### src/rtl/bm_mem_pkg.sv
// Shared types and defaults for the banked shift-state memory address generator.
// Holds the FSM state encoding and the default bus widths.
package bm_mem_pkg;

   localparam int unsigned DEF_ADDR_WIDTH = 5;
   localparam int unsigned DEF_DATA_WIDTH = 16;
   localparam int unsigned CNT_WIDTH      = 8;

   typedef enum logic [1:0] {
      IDLE    = 2'd0,
      ISSUE   = 2'd1,
      WAIT_RD = 2'd2,
      RESP    = 2'd3
   } state_t;

endpackage

### src/rtl/rd_timeout_counter.sv
// Read-data wait counter: cleared outside the wait window, counts waiting cycles,
// and flags when the configured limit is reached. It never wraps past the limit.
module rd_timeout_counter
   import bm_mem_pkg::*;
#(
   parameter int unsigned TIMEOUT = 15
) (
   input  logic i_clk,
   input  logic i_rst_n,
   input  logic i_clear,
   input  logic i_enable,
   output logic o_hit
);

   localparam logic [CNT_WIDTH-1:0] LIMIT = CNT_WIDTH'(TIMEOUT);

   logic [CNT_WIDTH-1:0] r_count;

   // Wait-cycle counter, held at the limit so it cannot wrap
   always_ff @(posedge i_clk or negedge i_rst_n) begin
      if (!i_rst_n) begin
         r_count <= '0;
      end else if (i_clear) begin
         r_count <= '0;
      end else if (i_enable && (r_count != LIMIT)) begin
         r_count <= r_count + 8'd1;
      end else begin
         r_count <= r_count;
      end
   end

   assign o_hit = (r_count == LIMIT);

endmodule

### src/rtl/shift_addr_gen.sv
// Single-outstanding memory command generator that prefixes each logical address
// with a bank bit taken from the upstream shift-state selects at accept time.
module shift_addr_gen
   import bm_mem_pkg::*;
#(
   parameter int unsigned ADDR_WIDTH = DEF_ADDR_WIDTH,
   parameter int unsigned DATA_WIDTH = DEF_DATA_WIDTH,
   parameter int unsigned TIMEOUT    = 15
) (
   input  logic                  single_clk,
   input  logic                  reset_n,
   input  logic                  write_shift_enabler,
   input  logic                  read_shift_enabler,
   input  logic                  req_valid,
   output logic                  req_ready,
   input  logic                  req_write,
   input  logic [ADDR_WIDTH-1:0] req_addr,
   input  logic [DATA_WIDTH-1:0] req_wdata,
   output logic                  mem_valid,
   input  logic                  mem_ready,
   output logic                  mem_write,
   output logic [ADDR_WIDTH:0]   mem_addr,
   output logic [DATA_WIDTH-1:0] mem_wdata,
   input  logic                  mem_rvalid,
   input  logic [DATA_WIDTH-1:0] mem_rdata,
   output logic                  rsp_valid,
   output logic [DATA_WIDTH-1:0] rsp_data,
   output logic                  timeout_err
);

   state_t                r_state;
   state_t                w_next_state;
   logic                  r_write;
   logic                  r_bank;
   logic [ADDR_WIDTH-1:0] r_addr;
   logic [DATA_WIDTH-1:0] r_wdata;
   logic [DATA_WIDTH-1:0] r_rsp_data;
   logic                  r_timeout_err;
   logic                  w_accept;
   logic                  w_cnt_clear;
   logic                  w_cnt_en;
   logic                  w_hit;

   assign w_accept = req_valid && req_ready;

   rd_timeout_counter #(
      .TIMEOUT (TIMEOUT)
   ) u_rd_timeout_counter (
      .i_clk    (single_clk),
      .i_rst_n  (reset_n),
      .i_clear  (w_cnt_clear),
      .i_enable (w_cnt_en),
      .o_hit    (w_hit)
   );

   // State register
   always_ff @(posedge single_clk or negedge reset_n) begin
      if (!reset_n) begin
         r_state <= IDLE;
      end else begin
         r_state <= w_next_state;
      end
   end

   // Next-state logic; a data strobe beats a timeout hit in the same cycle
   always_comb begin
      w_next_state = r_state;
      case (r_state)
         IDLE: begin
            if (w_accept) begin
               w_next_state = ISSUE;
            end else begin
               w_next_state = IDLE;
            end
         end
         ISSUE: begin
            if (!mem_ready) begin
               w_next_state = ISSUE;
            end else if (r_write) begin
               w_next_state = IDLE;
            end else begin
               w_next_state = WAIT_RD;
            end
         end
         WAIT_RD: begin
            if (mem_rvalid || w_hit) begin
               w_next_state = RESP;
            end else begin
               w_next_state = WAIT_RD;
            end
         end
         RESP:    w_next_state = IDLE;
         default: w_next_state = IDLE;
      endcase
   end

   // State-decoded outputs and counter controls
   always_comb begin
      req_ready   = 1'b0;
      mem_valid   = 1'b0;
      rsp_valid   = 1'b0;
      w_cnt_clear = 1'b1;
      w_cnt_en    = 1'b0;
      case (r_state)
         IDLE:  req_ready = 1'b1;
         ISSUE: mem_valid = 1'b1;
         WAIT_RD: begin
            w_cnt_clear = 1'b0;
            w_cnt_en    = !mem_rvalid;
         end
         RESP:    rsp_valid = 1'b1;
         default: req_ready = 1'b0;
      endcase
   end

   // Command capture; the bank bit is frozen here so later select changes are ignored
   always_ff @(posedge single_clk or negedge reset_n) begin
      if (!reset_n) begin
         r_write <= 1'b0;
         r_bank  <= 1'b0;
         r_addr  <= '0;
         r_wdata <= '0;
      end else if (w_accept) begin
         r_write <= req_write;
         r_bank  <= req_write ? write_shift_enabler : read_shift_enabler;
         r_addr  <= req_addr;
         r_wdata <= req_wdata;
      end else begin
         r_write <= r_write;
         r_bank  <= r_bank;
         r_addr  <= r_addr;
         r_wdata <= r_wdata;
      end
   end

   // Read response capture and sticky timeout flag
   always_ff @(posedge single_clk or negedge reset_n) begin
      if (!reset_n) begin
         r_rsp_data    <= '0;
         r_timeout_err <= 1'b0;
      end else if ((r_state == WAIT_RD) && mem_rvalid) begin
         r_rsp_data    <= mem_rdata;
         r_timeout_err <= r_timeout_err;
      end else if ((r_state == WAIT_RD) && w_hit) begin
         r_rsp_data    <= '0;
         r_timeout_err <= 1'b1;
      end else begin
         r_rsp_data    <= r_rsp_data;
         r_timeout_err <= r_timeout_err;
      end
   end

   assign mem_write   = r_write;
   assign mem_addr    = {r_bank, r_addr};
   assign mem_wdata   = r_wdata;
   assign rsp_data    = r_rsp_data;
   assign timeout_err = r_timeout_err;

endmodule

### config.mk
export PLATFORM = sky130hd
export DESIGN_NAME = shift_addr_gen
export DESIGN_NICKNAME = d
export VERILOG_FILES = /design/src/rtl/bm_mem_pkg.sv /design/src/rtl/rd_timeout_counter.sv /design/src/rtl/shift_addr_gen.sv
export SDC_FILE = /design/constraint.sdc
export NUM_CORES = 1
export LEC_CHECK = 0
export CORE_UTILIZATION = 43
export CTS_CLUSTER_DIAMETER = 120
export DETAILED_ROUTE_END_ITERATION = 8
export PLACE_DENSITY = 0.89
export RECOVER_POWER = 100
export SYNTH_ARGS = -nofsm -noshare
export SYNTH_HDL_FRONTEND = slang
export SYNTH_SLANG_ARGS = --single-unit
### constraint.sdc
create_clock -name single_clk -period 2.1 [get_ports single_clk]
set_clock_uncertainty 0.15 [all_clocks]
set_input_delay 0.42 -clock single_clk [delete_from_list [all_inputs] [get_ports single_clk]]
set_output_delay 0.42 -clock single_clk [all_outputs]
set_load 0.05 [all_outputs]
==> results.md <==
- Global route overflow: 0
- Largest net degree at the start of global routing: 51
- Yosys warnings: 0
- Largest area contributor in the netlist: dfrtp_1
- Synth Register Bits: 50
- Area Overhead vs Synth: 43.8%
- Largest cells by area after synthesis: dfrtp_1 57%, mux2_2 11%, a22o_1 6.4%, a21o_2 4.0%, a21o_1 2.4%
- Tcrit/Tclk final: 0.981
- # H-tree levels: 2
- Hold Crit Class: register to register
- Hpwl dp: 3630 um
- Post-Layout Cell Count: 329
- CTS Buf Count: 5
- Post-synth top area share: 0.570
- Ys async rst share: 1.00
- Row Count: 25
- Die H: 73.4 um
- CTS tree: built
- Initial antenna violation count: 0
- Critical Setup Path Class: register to output pin
- Slowest-stage cell, CP: clkdlybuf4s50_1
- Post-synth EDFFs: 0
- Setup TNS: 0 ns
- Placed instance count: 320
- Worst Path Arrival: 1.49 ns
- WHS: 0.323 ns
- CTS Buffer Depth: 2
- Via count: 1,690
- Crit-path cells: clkdlybuf4s50_1
- Max VDD drop: 1.05 mV
- Cell Area, Placed: 3210 sq um
- Critical Path Max Stage Delay: 0.81 ns
- Reg-to-Reg End: mem_wdata[5]
- Hold Crit Depth: 1
- Finished layout cell area: 3160 sq um
- Outcome: finished clean
- PwrDens: 1700 nW/um^2
- Crit. End Element: output pin
- 1st-pass router iterations: 4
- Sequential cell area fraction in the yosys report: 0.570
- # setup viols final: 0
- Worst Setup SP: r_addr[0]
- Root buffer cell: clkbuf_8
- Vias in the first global route: 1,870
- Max-Cap Viols: 0
- Max_slew headroom: 0.269
- CTS clock-pin slew for the worst setup and hold paths: 0.10 ns
- Post-Syn Area: 2190 sq um
- Share of cells above drive strength 1: 0.202
- Crit path max-delay family: buffers and inverters
- Initial DRC count: 64
- Fin. Hold Viols: 0
- First-pass GRT wire length: 8250 um
- FF-to-FF path depth: 3
- CP Buf/Inv Count: 1
- Number of fill cells: 406
- Final ANT Viol Nets: 0
- Starting Density: 0.456
- Fmax: 0.485 GHz
- Hold path endpoint: timeout_err
- DRC: 0
- Crit-path max FO: 2
- Worst skew pair latency: 0.30 ns
- Minimum clock period: 2.06 ns
- Post-Syn Instances: 167
- Synth top cells by count: 50 x dfrtp_1, 21 x mux2_2, 16 x a22o_1
- Critical path launch point type: register
- Die area: 5390 sq um
- Core area: 4820 sq um
- GRT Total Usage: 0.200
- Syn avg cell area: 13.1 sq um
- Drt wl/cell: 15.2 um
- Buffers on Ports: 87
- P_leak: 1.28 nW
- Routability-driven placement congestion ratio: 0.745
- Slew Limit Fails: 0
- Synth Flop Type: dfrtp_1
- Io pins: 88
- Clock sinks: 50
- Syn Nets: 213
- Tightest Pin Transition: 1.10 ns
- Synth cell types: 36
- Net count, final: 307
- Top-count cell post-synth: dfrtp_1
- Die W: 73.4 um
- Final wirelength: 4990 um
- ANT cells: 0
- Hold path start: timeout_err
- Required @ worst endpoint: 1.53 ns
- Avg Vias per Cell: 5.14
- Unrepaired setup endpoints after global routing: no
- R2R Setup Slk: 0.22 ns
[cells in the final DEF, fill, tap and decap left out, types with 4 or more instances in the layout]
master,instances
clkbuf_1,17
clkdlybuf4s50_1,66
buf_4,5
nand2_1,9
mux2_2,21
clkbuf_8,6
mux2i_1,4
a21o_2,10
a21o_1,7
o21ai_0,4
dfrtp_1,50
a21oi_1,4
a22o_1,16
[cells by family after synthesis]
family | share of synthesized area
AO/OA/AOI/OAI | 0.182
adder cells (fa/ha/maj) | 0.00570
buffers and inverters | 0.0319
flip-flops | 0.570
multiplexers | 0.126
AND/OR/NAND/NOR | 0.0838
[stage by stage]
| step | util | setup slack [ns] | total power, mW |
|---|---|---|---|
| 5_1_grt | 0.655 | 0.00190 | 5.60 |
| 3_5_place_dp | 0.667 | 0.00283 | 5.09 |
| 6_report | 0.655 | 0.0393 | 5.35 |
| 2_1_floorplan | - | 0.314 | 3.87 |
| 3_3_place_gp | 0.667 | 0.0355 | 5.00 |
| 4_1_cts | 0.690 | 0.00141 | 5.69 |
[routing by layer]
| metal | track usage | part of all wire |
|---|---|---|
| met5 | 0 | 0 |
| met4 | 0.0406 | 0.0064 |
| met3 | 0.0535 | 0.046 |
| met2 | 0.377 | 0.56 |
| met1 | 0.223 | 0.39 |
[layout make-up]
cell class	count	area, sq um	area share
sequential	50	1250	0.396
timing repair buffer	97	843	0.267
inverter	3	11.3	0.00357
multi-input combinational	104	868	0.275
tap	67	83.8	0.0266
clock inverter	2	16.3	0.00515
clock buffer	6	82.6	0.0262
[where the power goes]
part	internal, mW	total [mW]	switching [mW]
Combinational	1.12	3.12	1.99
Sequential	1.35	1.64	0.284
Clock	0.272	0.599	0.328
Total	2.75	5.35	2.60
[how the worst max path moves through the flow]
stage | to | slack (ns) | depth (start not counted)
after CTS | rsp_data[4] | 0.001 | 1
after detailed placement | rsp_data[3] | 0.003 | 4
after floorplan | mem_valid | 0.31 | 2
after global routing | rsp_data[9] | 0.002 | 1
final | mem_addr[0] | 0.04 | 1
after global placement | rsp_data[7] | 0.04 | 4
[flip-flops by register name, indices dropped and copies added, names as in the netlist, named ones only]
name                          count
mem_wdata                        16
r_bank                            1
mem_write                         1
timeout_err                       1
rsp_data                         16
u_rd_timeout_counter.r_count      8
r_addr                            5
r_state                           1
[repair_timing]
action                                  4_1_cts  5_1_grt
hold buffers                                  1        0
gates resized for setup                       1       15
setup buffers                                 0        0
hold endpoints to repair                     50        0
endpoints found under the setup margin        1       15
(Power assumes the default switching activity.)
